### src/rtl/modn_counter_display_if.sv
// Control and display bundle of the modulo-N counter: the master drives controls,
// the counter (slave) returns count, terminal count and the scanned segment/anode pins.
interface modn_counter_display_if #(
   parameter int DIGITS = 4
);
   logic                  en;
   logic                  up;
   logic                  load;
   logic [4*DIGITS-1:0]   load_val;
   logic                  clr;
   logic [4*DIGITS-1:0]   count;
   logic                  tc;
   logic [6:0]            seg;
   logic [DIGITS-1:0]     an;

   modport master (
      output en, up, load, load_val, clr,
      input  count, tc, seg, an
   );

   modport slave (
      input  en, up, load, load_val, clr,
      output count, tc, seg, an
   );
endinterface

### src/rtl/modn_counter_display.sv
// Cascaded DIGITS-digit modulo-MOD up/down counter with a free-running scan that
// drives a multiplexed 7-segment display from the same registered count.
module modn_counter_display #(
   parameter int DIGITS         = 4,
   parameter int MOD            = 10,
   parameter int SCAN_DIV       = 1000,
   parameter int SEG_ACTIVE_LOW = 1
) (
   input  logic                  clk,
   input  logic                  rst_n,
   modn_counter_display_if.slave bus
);
   localparam int PW = (SCAN_DIV > 1) ? $clog2(SCAN_DIV) : 1;
   localparam int IW = (DIGITS > 1) ? $clog2(DIGITS) : 1;
   localparam logic [3:0]        MAXD    = 4'(MOD - 1);
   localparam logic [PW-1:0]     PLAST   = PW'(SCAN_DIV - 1);
   localparam logic [IW-1:0]     ILAST   = IW'(DIGITS - 1);
   localparam logic [6:0]        RST_SEG = (SEG_ACTIVE_LOW != 0) ? ~7'h3F : 7'h3F;
   localparam logic [DIGITS-1:0] RST_AN  = (SEG_ACTIVE_LOW != 0) ? ~DIGITS'(1) : DIGITS'(1);

   function automatic logic [6:0] glyph(input logic [3:0] d);
      case (d)
         4'h0:    glyph = 7'h3F;
         4'h1:    glyph = 7'h06;
         4'h2:    glyph = 7'h5B;
         4'h3:    glyph = 7'h4F;
         4'h4:    glyph = 7'h66;
         4'h5:    glyph = 7'h6D;
         4'h6:    glyph = 7'h7D;
         4'h7:    glyph = 7'h07;
         4'h8:    glyph = 7'h7F;
         4'h9:    glyph = 7'h6F;
         4'hA:    glyph = 7'h77;
         4'hB:    glyph = 7'h7C;
         4'hC:    glyph = 7'h39;
         4'hD:    glyph = 7'h5E;
         4'hE:    glyph = 7'h79;
         4'hF:    glyph = 7'h71;
         default: glyph = 7'h00;
      endcase
   endfunction

   logic [4*DIGITS-1:0] count_r;
   logic                tc_r;
   logic [PW-1:0]       presc_r;
   logic [IW-1:0]       idx_r;
   logic [6:0]          seg_r;
   logic [DIGITS-1:0]   an_r;

   logic [4*DIGITS-1:0] count_nxt_s;
   logic                tc_nxt_s;
   logic                carry_s;
   logic [PW-1:0]       presc_nxt_s;
   logic [IW-1:0]       idx_nxt_s;
   logic [3:0]          sel_digit_s;
   logic [6:0]          seg_nxt_s;
   logic [DIGITS-1:0]   an_nxt_s;

   // Next count: clr beats load beats en; carry/borrow ripples through all digits in one cycle.
   always_comb begin
      count_nxt_s = count_r;
      tc_nxt_s    = 1'b0;
      carry_s     = 1'b1;
      if (bus.clr) begin
         count_nxt_s = '0;
      end else if (bus.load) begin
         for (int k = 0; k < DIGITS; k++) begin
            if (bus.load_val[4*k +: 4] > MAXD) begin
               count_nxt_s[4*k +: 4] = MAXD;
            end else begin
               count_nxt_s[4*k +: 4] = bus.load_val[4*k +: 4];
            end
         end
      end else if (bus.en) begin
         for (int k = 0; k < DIGITS; k++) begin
            if (!carry_s) begin
               count_nxt_s[4*k +: 4] = count_r[4*k +: 4];
            end else if (bus.up) begin
               if (count_r[4*k +: 4] == MAXD) begin
                  count_nxt_s[4*k +: 4] = 4'd0;
               end else begin
                  count_nxt_s[4*k +: 4] = count_r[4*k +: 4] + 4'd1;
                  carry_s               = 1'b0;
               end
            end else begin
               if (count_r[4*k +: 4] == 4'd0) begin
                  count_nxt_s[4*k +: 4] = MAXD;
               end else begin
                  count_nxt_s[4*k +: 4] = count_r[4*k +: 4] - 4'd1;
                  carry_s               = 1'b0;
               end
            end
         end
         // A carry surviving the top digit means every digit wrapped together.
         tc_nxt_s = carry_s;
      end else begin
         count_nxt_s = count_r;
      end
   end

   // Scan prescaler and digit index; display pins are built from next-state values so they never lag count.
   always_comb begin
      if (presc_r == PLAST) begin
         presc_nxt_s = '0;
         if (idx_r == ILAST) begin
            idx_nxt_s = '0;
         end else begin
            idx_nxt_s = idx_r + IW'(1);
         end
      end else begin
         presc_nxt_s = presc_r + PW'(1);
         idx_nxt_s   = idx_r;
      end
      sel_digit_s = count_nxt_s[{idx_nxt_s, 2'b00} +: 4];
      if (SEG_ACTIVE_LOW != 0) begin
         seg_nxt_s = ~glyph(sel_digit_s);
         an_nxt_s  = ~(DIGITS'(1) << idx_nxt_s);
      end else begin
         seg_nxt_s = glyph(sel_digit_s);
         an_nxt_s  = DIGITS'(1) << idx_nxt_s;
      end
   end

   // State and output registers.
   always_ff @(posedge clk or negedge rst_n) begin
      if (!rst_n) begin
         count_r <= '0;
         tc_r    <= 1'b0;
         presc_r <= '0;
         idx_r   <= '0;
         seg_r   <= RST_SEG;
         an_r    <= RST_AN;
      end else begin
         count_r <= count_nxt_s;
         tc_r    <= tc_nxt_s;
         presc_r <= presc_nxt_s;
         idx_r   <= idx_nxt_s;
         seg_r   <= seg_nxt_s;
         an_r    <= an_nxt_s;
      end
   end

   assign bus.count = count_r;
   assign bus.tc    = tc_r;
   assign bus.seg   = seg_r;
   assign bus.an    = an_r;
endmodule

### src/flat_wrapper.sv
// flat-port wrapper written by rule: the top's interface ports become plain ports
module modn_counter_display_flat 
#(
   parameter int DIGITS         = 4,
   parameter int MOD            = 10,
   parameter int SCAN_DIV       = 1000,
   parameter int SEG_ACTIVE_LOW = 1
)
  (clk, rst_n, bus_en, bus_up, bus_load, bus_load_val, bus_clr, bus_count, bus_tc, bus_seg, bus_an);
  modn_counter_display_if #(.DIGITS(DIGITS)) bus_i ();
  input  logic clk;
  input  logic rst_n;
  input wire logic [$bits(bus_i.en)-1:0] bus_en;
  input wire logic [$bits(bus_i.up)-1:0] bus_up;
  input wire logic [$bits(bus_i.load)-1:0] bus_load;
  input wire logic [$bits(bus_i.load_val)-1:0] bus_load_val;
  input wire logic [$bits(bus_i.clr)-1:0] bus_clr;
  output wire logic [$bits(bus_i.count)-1:0] bus_count;
  output wire logic [$bits(bus_i.tc)-1:0] bus_tc;
  output wire logic [$bits(bus_i.seg)-1:0] bus_seg;
  output wire logic [$bits(bus_i.an)-1:0] bus_an;
  assign bus_i.en = bus_en;
  assign bus_i.up = bus_up;
  assign bus_i.load = bus_load;
  assign bus_i.load_val = bus_load_val;
  assign bus_i.clr = bus_clr;
  assign bus_count = bus_i.count;
  assign bus_tc = bus_i.tc;
  assign bus_seg = bus_i.seg;
  assign bus_an = bus_i.an;
  modn_counter_display #(.DIGITS(DIGITS), .MOD(MOD), .SCAN_DIV(SCAN_DIV), .SEG_ACTIVE_LOW(SEG_ACTIVE_LOW)) u_core (.clk(clk), .rst_n(rst_n), .bus(bus_i));
endmodule
### config.mk
export PLATFORM = sky130hd
export DESIGN_NAME = modn_counter_display_flat
export DESIGN_NICKNAME = d
export VERILOG_FILES = /design/src/rtl/modn_counter_display_if.sv /design/src/rtl/modn_counter_display.sv /design/src/flat_wrapper.sv
export SDC_FILE = /design/constraint.sdc
export NUM_CORES = 1
export LEC_CHECK = 0
export BUFFER_PORTS_ARGS = -buffer_cell sky130_fd_sc_hd__buf_2
export CORE_ASPECT_RATIO = 0.5
export CORE_MARGIN = 8
export CORE_UTILIZATION = 50
export CTS_CLUSTER_SIZE = 12
export DETAILED_ROUTE_END_ITERATION = 6
export PLACE_DENSITY = 0.74
export SETUP_SLACK_MARGIN = 0.15
export SYNTH_ARGS = -nofsm -noshare
export SYNTH_HDL_FRONTEND = slang
export SYNTH_SLANG_ARGS = --single-unit
### constraint.sdc
create_clock -name clk -period 3.75 [get_ports clk]
set_input_delay 0.375 -clock clk [delete_from_list [all_inputs] [get_ports clk]]
set_output_delay 0.375 -clock clk [all_outputs]
set_load 0.1 [all_outputs]
==> results by group <==
Setup path
  • CP Launch Type: register
  • Type of the worst setup path: register to register
  • Data arrival, critical path: 3670 ps
  • Required time worst endpoint: ~4000 ps
  • Largest stage delay on the critical path: ~530 ps
  • Slowest stage cell on the critical path: dfrtp_4
  • Maximum fanout encountered on the critical timing path: 10
  • Reg-to-Reg Start: u_core.bus.count[4]$_DFF_PN0_
  • Ordered list of cells on the worst path: inv_2, ha_4, or4b_4, a221oi_4, buf_6, buf_4, nor4b_1, a311o_1, and3_1, a221o_2, mux2_1, a32o_1
  • Launch point of the critical path: u_core.bus.count[4]$_DFF_PN0_
  • Endpoint kind of the worst setup timing path: register

STA
  • Max Fclk: ~290 MHz
  • Setup repair after global routing missed its margin: no
  • Final setup violation count: 0
  • Total negative slack for setup checks: 0 ps
  • Worst Slack Setup Final: 247 ps
  • Slew at the pin closest to its max-slew limit: 914 ps
  • Smallest hold slack: 215 ps
  • Share of the cycle needed by the critical path after routing: 0.934
  • Number of hold violations in the final report: 0
  • Worst max-slew margin expressed relative to the limit: 0.391
  • Min cycle time layout: approximately 3500 ps
  • Final-report max-slew violation count: 0
  • Final worst clock skew: around 9.5 ps

Clocking
  • CTS buffer count: 5
  • Clock-pin slew on the worst setup and hold paths: 60 ps
  • Number of clock sinks: 40
  • TritonCTS clock tree: done
  • CTS hold repair buffers: 0
  • Cell chosen for the clock root: clkbuf_16
  • Clock H-tree levels: 2
  • Max clock buf depth: 2
  • Clk_lat worst skew: between 200 and 300 ps

Floorplan
  • Total Die Area: between 0.009 and 0.01 mm^2
  • Num ports: 50
  • Std-Cell Core Area: between 0.005 and 0.006 mm^2
  • Standard-cell row count: 20
  • Initial standard-cell utilization of the core: 0.512
  • Die boundary width: 127 um
  • Height of the die: 71.3 um

Place
  • Buffers added on ports: 49
  • # placed instances: 456
  • Worst setup timing slack at the placement stage: 99.5 ps
  • Placed cell area: ~0.0034 mm^2
  • Detailed-placement wirelength estimate: 5870 um
  • Last weighted congestion value of the routability-driven placer: approximately 0.9

Synthesis
  • Post-synthesis async set-or-reset flop share: 1.00
  • #FFs+latches synth: 40
  • Number of enable-type register cells in the synthesized netlist: 0
  • Unique cell type count in the Yosys netlist: 75
  • Post-Synth XOR/XNOR Area: 0.0172
  • Multiplexer share of the synthesized area: 0.0495
  • Average instance area after synthesis: 9.05 um^2
  • Total standard cell area after synthesis: 0.00306 mm^2
  • Top_reg_cell synth: dfrtp_1
  • Largest family of logic cells by synthesized area: compound AO/OA/AOI/OAI gates
  • Post-synthesis net count: 381
  • Synthesized instance count: 338
  • Yosys warning count: 0
  • Simple-gate portion of the synthesized area: 0.212
  • Fraction of the yosys area taken by sequential cells: 0.329
  • Adder and majority cell fraction of the synthesized area: 0.0859
  • Complex-gate fraction of the synthesized area: 0.242

Power
  • Total leakage power: 1.67 nW
  • Power density of the placed cells: 376 mW/mm^2
  • Post-route total power: 1.39 mW
  • Worst IR Drop VDD: approximately 180 uV

Cells and area
  • Most common cell after layout, fill and taps aside: buf_2
  • Fraction of final layout cells sized beyond drive strength 1: 0.297
  • Top library cells by usage in the layout, fill and taps aside: 49 x buf_2, 28 x dfrtp_1, 22 x nor2_1, 21 x inv_1, 21 x nand2_1
  • Post-layout net count: between 400 and 500
  • Post-route cell area: 0.00369 mm^2
  • Antenna Cells: 0
  • Reg area: about 0.0010 mm^2
  • Multi-input gate area in the final layout: 0.00191 mm^2
  • Layout Cells excl Fill: 474
  • Number of filler instances in the final layout: just under 500
  • Area growth syn-to-layout: 20.7%
  • Final design utilization: 0.618

GRT
  • GR Util All Layers: 0.179
  • Vias in the first global route: ~2700
  • Initial antenna violation count: 0
  • First-pass GRT wire length: 13400 um
  • Maximum number of pins on one net before global-route repair: 41
  • Congestion Overflow GR: 0

Drt
  • DRC violations left: 0
  • Antenna Nets Post-Route: 0
  • Number of violations reported at the end of detailed-routing iteration 0: 254
  • Drt wl/cell: 17.6 um
  • Via count: 2872
  • Detailed Routing Iterations Pass 1: 5
  • Final wirelength: 8340 um
  • Vias per cell: 6.06

Worst hold path
  • Worst hold-check path type: input pin to asynchronous set/reset pin

Job
  • Max-cap check violation count: 0

Status
  • Run status: completed
[worst paths after layout]
kind	to	slack [ps]	depth (start not counted)
worst max-delay path	u_core.bus.seg[1]$_DFF_PN0_	250	12
worst min-delay path	u_core.bus.count[4]$_DFF_PN0_	210	1
worst max register to register	u_core.bus.seg[1]$_DFF_PN0_	250	12
worst min register to register	u_core.presc_r[0]$_DFF_PN0_	480	1
max in group asynchronous	u_core.bus.count[5]$_DFF_PN0_	2880	1
min in group clk	u_core.bus.count[3]$_DFF_PN0_	390	3
[where the power goes]
part | switching (mW) | internal (mW) | leakage, nW
Sequential | 0.0298 | 0.455 | 0.502
Clock | 0.171 | 0.313 | 0.0808
Combinational | 0.297 | 0.122 | 1.09
[flip-flops by register name, indices dropped and copies added (netlist names)]
name / count
u_core.bus.tc: 1
u_core.bus.an: 4
u_core.idx_r: 2
u_core.presc_r: 10
u_core.bus.seg: 7
u_core.bus.count: 16
[logic make-up after synthesis]
logic type      count (synthesis)
simple gates                  112
compound gates                100
flops                          40
fa+ha+maj                      21
xor+xnor                        6
mux                            14
buf+inv                        45
[layout make-up]
cell class,instances,area share
sequential,40,0.277
clock buffer,6,0.0349
inverter,29,0.0295
timing repair buffer,67,0.107
clock inverter,2,0.00948
multi-input combinational,253,0.516
tap,77,0.0261
[routing by layer]
layer  up-vias  wire (um)  track usage  part of all wire
met5         -          0            0                 0
met4         0        110       0.0581             0.013
met3        13        492       0.0340             0.059
met2       101       4020        0.292              0.48
met1      1394       3720        0.234              0.45
li1       1364          -            -                 -
[critical path: cells and delay by family, from the launching register on]
family                   cells  cell delay [ps]
multiplexers                 1              340
flip-flops                   1              530
AO/OA/AOI/OAI                4             1260
adder cells (fa/ha/maj)      1              160
buffers and inverters        3              390
AND/OR/NAND/NOR              3              700
[Yosys cell counts (3+ instances only)]
library cell,n,area [um^2]
dfrtp_1,36,901
inv_1,25,93.8
nor2_1,22,82.6
ha_1,21,263
nand2_1,21,78.8
o21ai_0,20,100
a21oi_1,15,75.1
a31oi_1,9,56.3
clkbuf_1,8,30.0
mux2i_1,8,80.1
nand2b_1,8,50.1
nand3_1,8,40.0
nor2b_1,8,50.1
and3_1,7,43.8
nor3_1,6,30.0
nand4b_1,5,43.8
dfstp_2,4,105
nand3b_1,4,30.0
nor3b_1,4,30.0
a211oi_1,3,22.5
a32oi_1,3,26.3
buf_2,3,15.0
clkinv_1,3,11.3
mux2_2,3,33.8
nor4b_1,3,26.3
o211ai_1,3,22.5
o221ai_1,3,26.3
o22ai_1,3,18.8
o2bb2ai_1,3,26.3
xnor2_1,3,26.3
xor2_1,3,26.3
[what timing repair did]
action / in CTS / in global routing
endpoints found under the setup margin: 4 / 7
pin swaps: 0 / 5
gates resized for setup: 2 / 15
endpoints found under the hold margin: 0 / 0
setup buffers: 2 / 8
(Power assumes the default switching activity.)
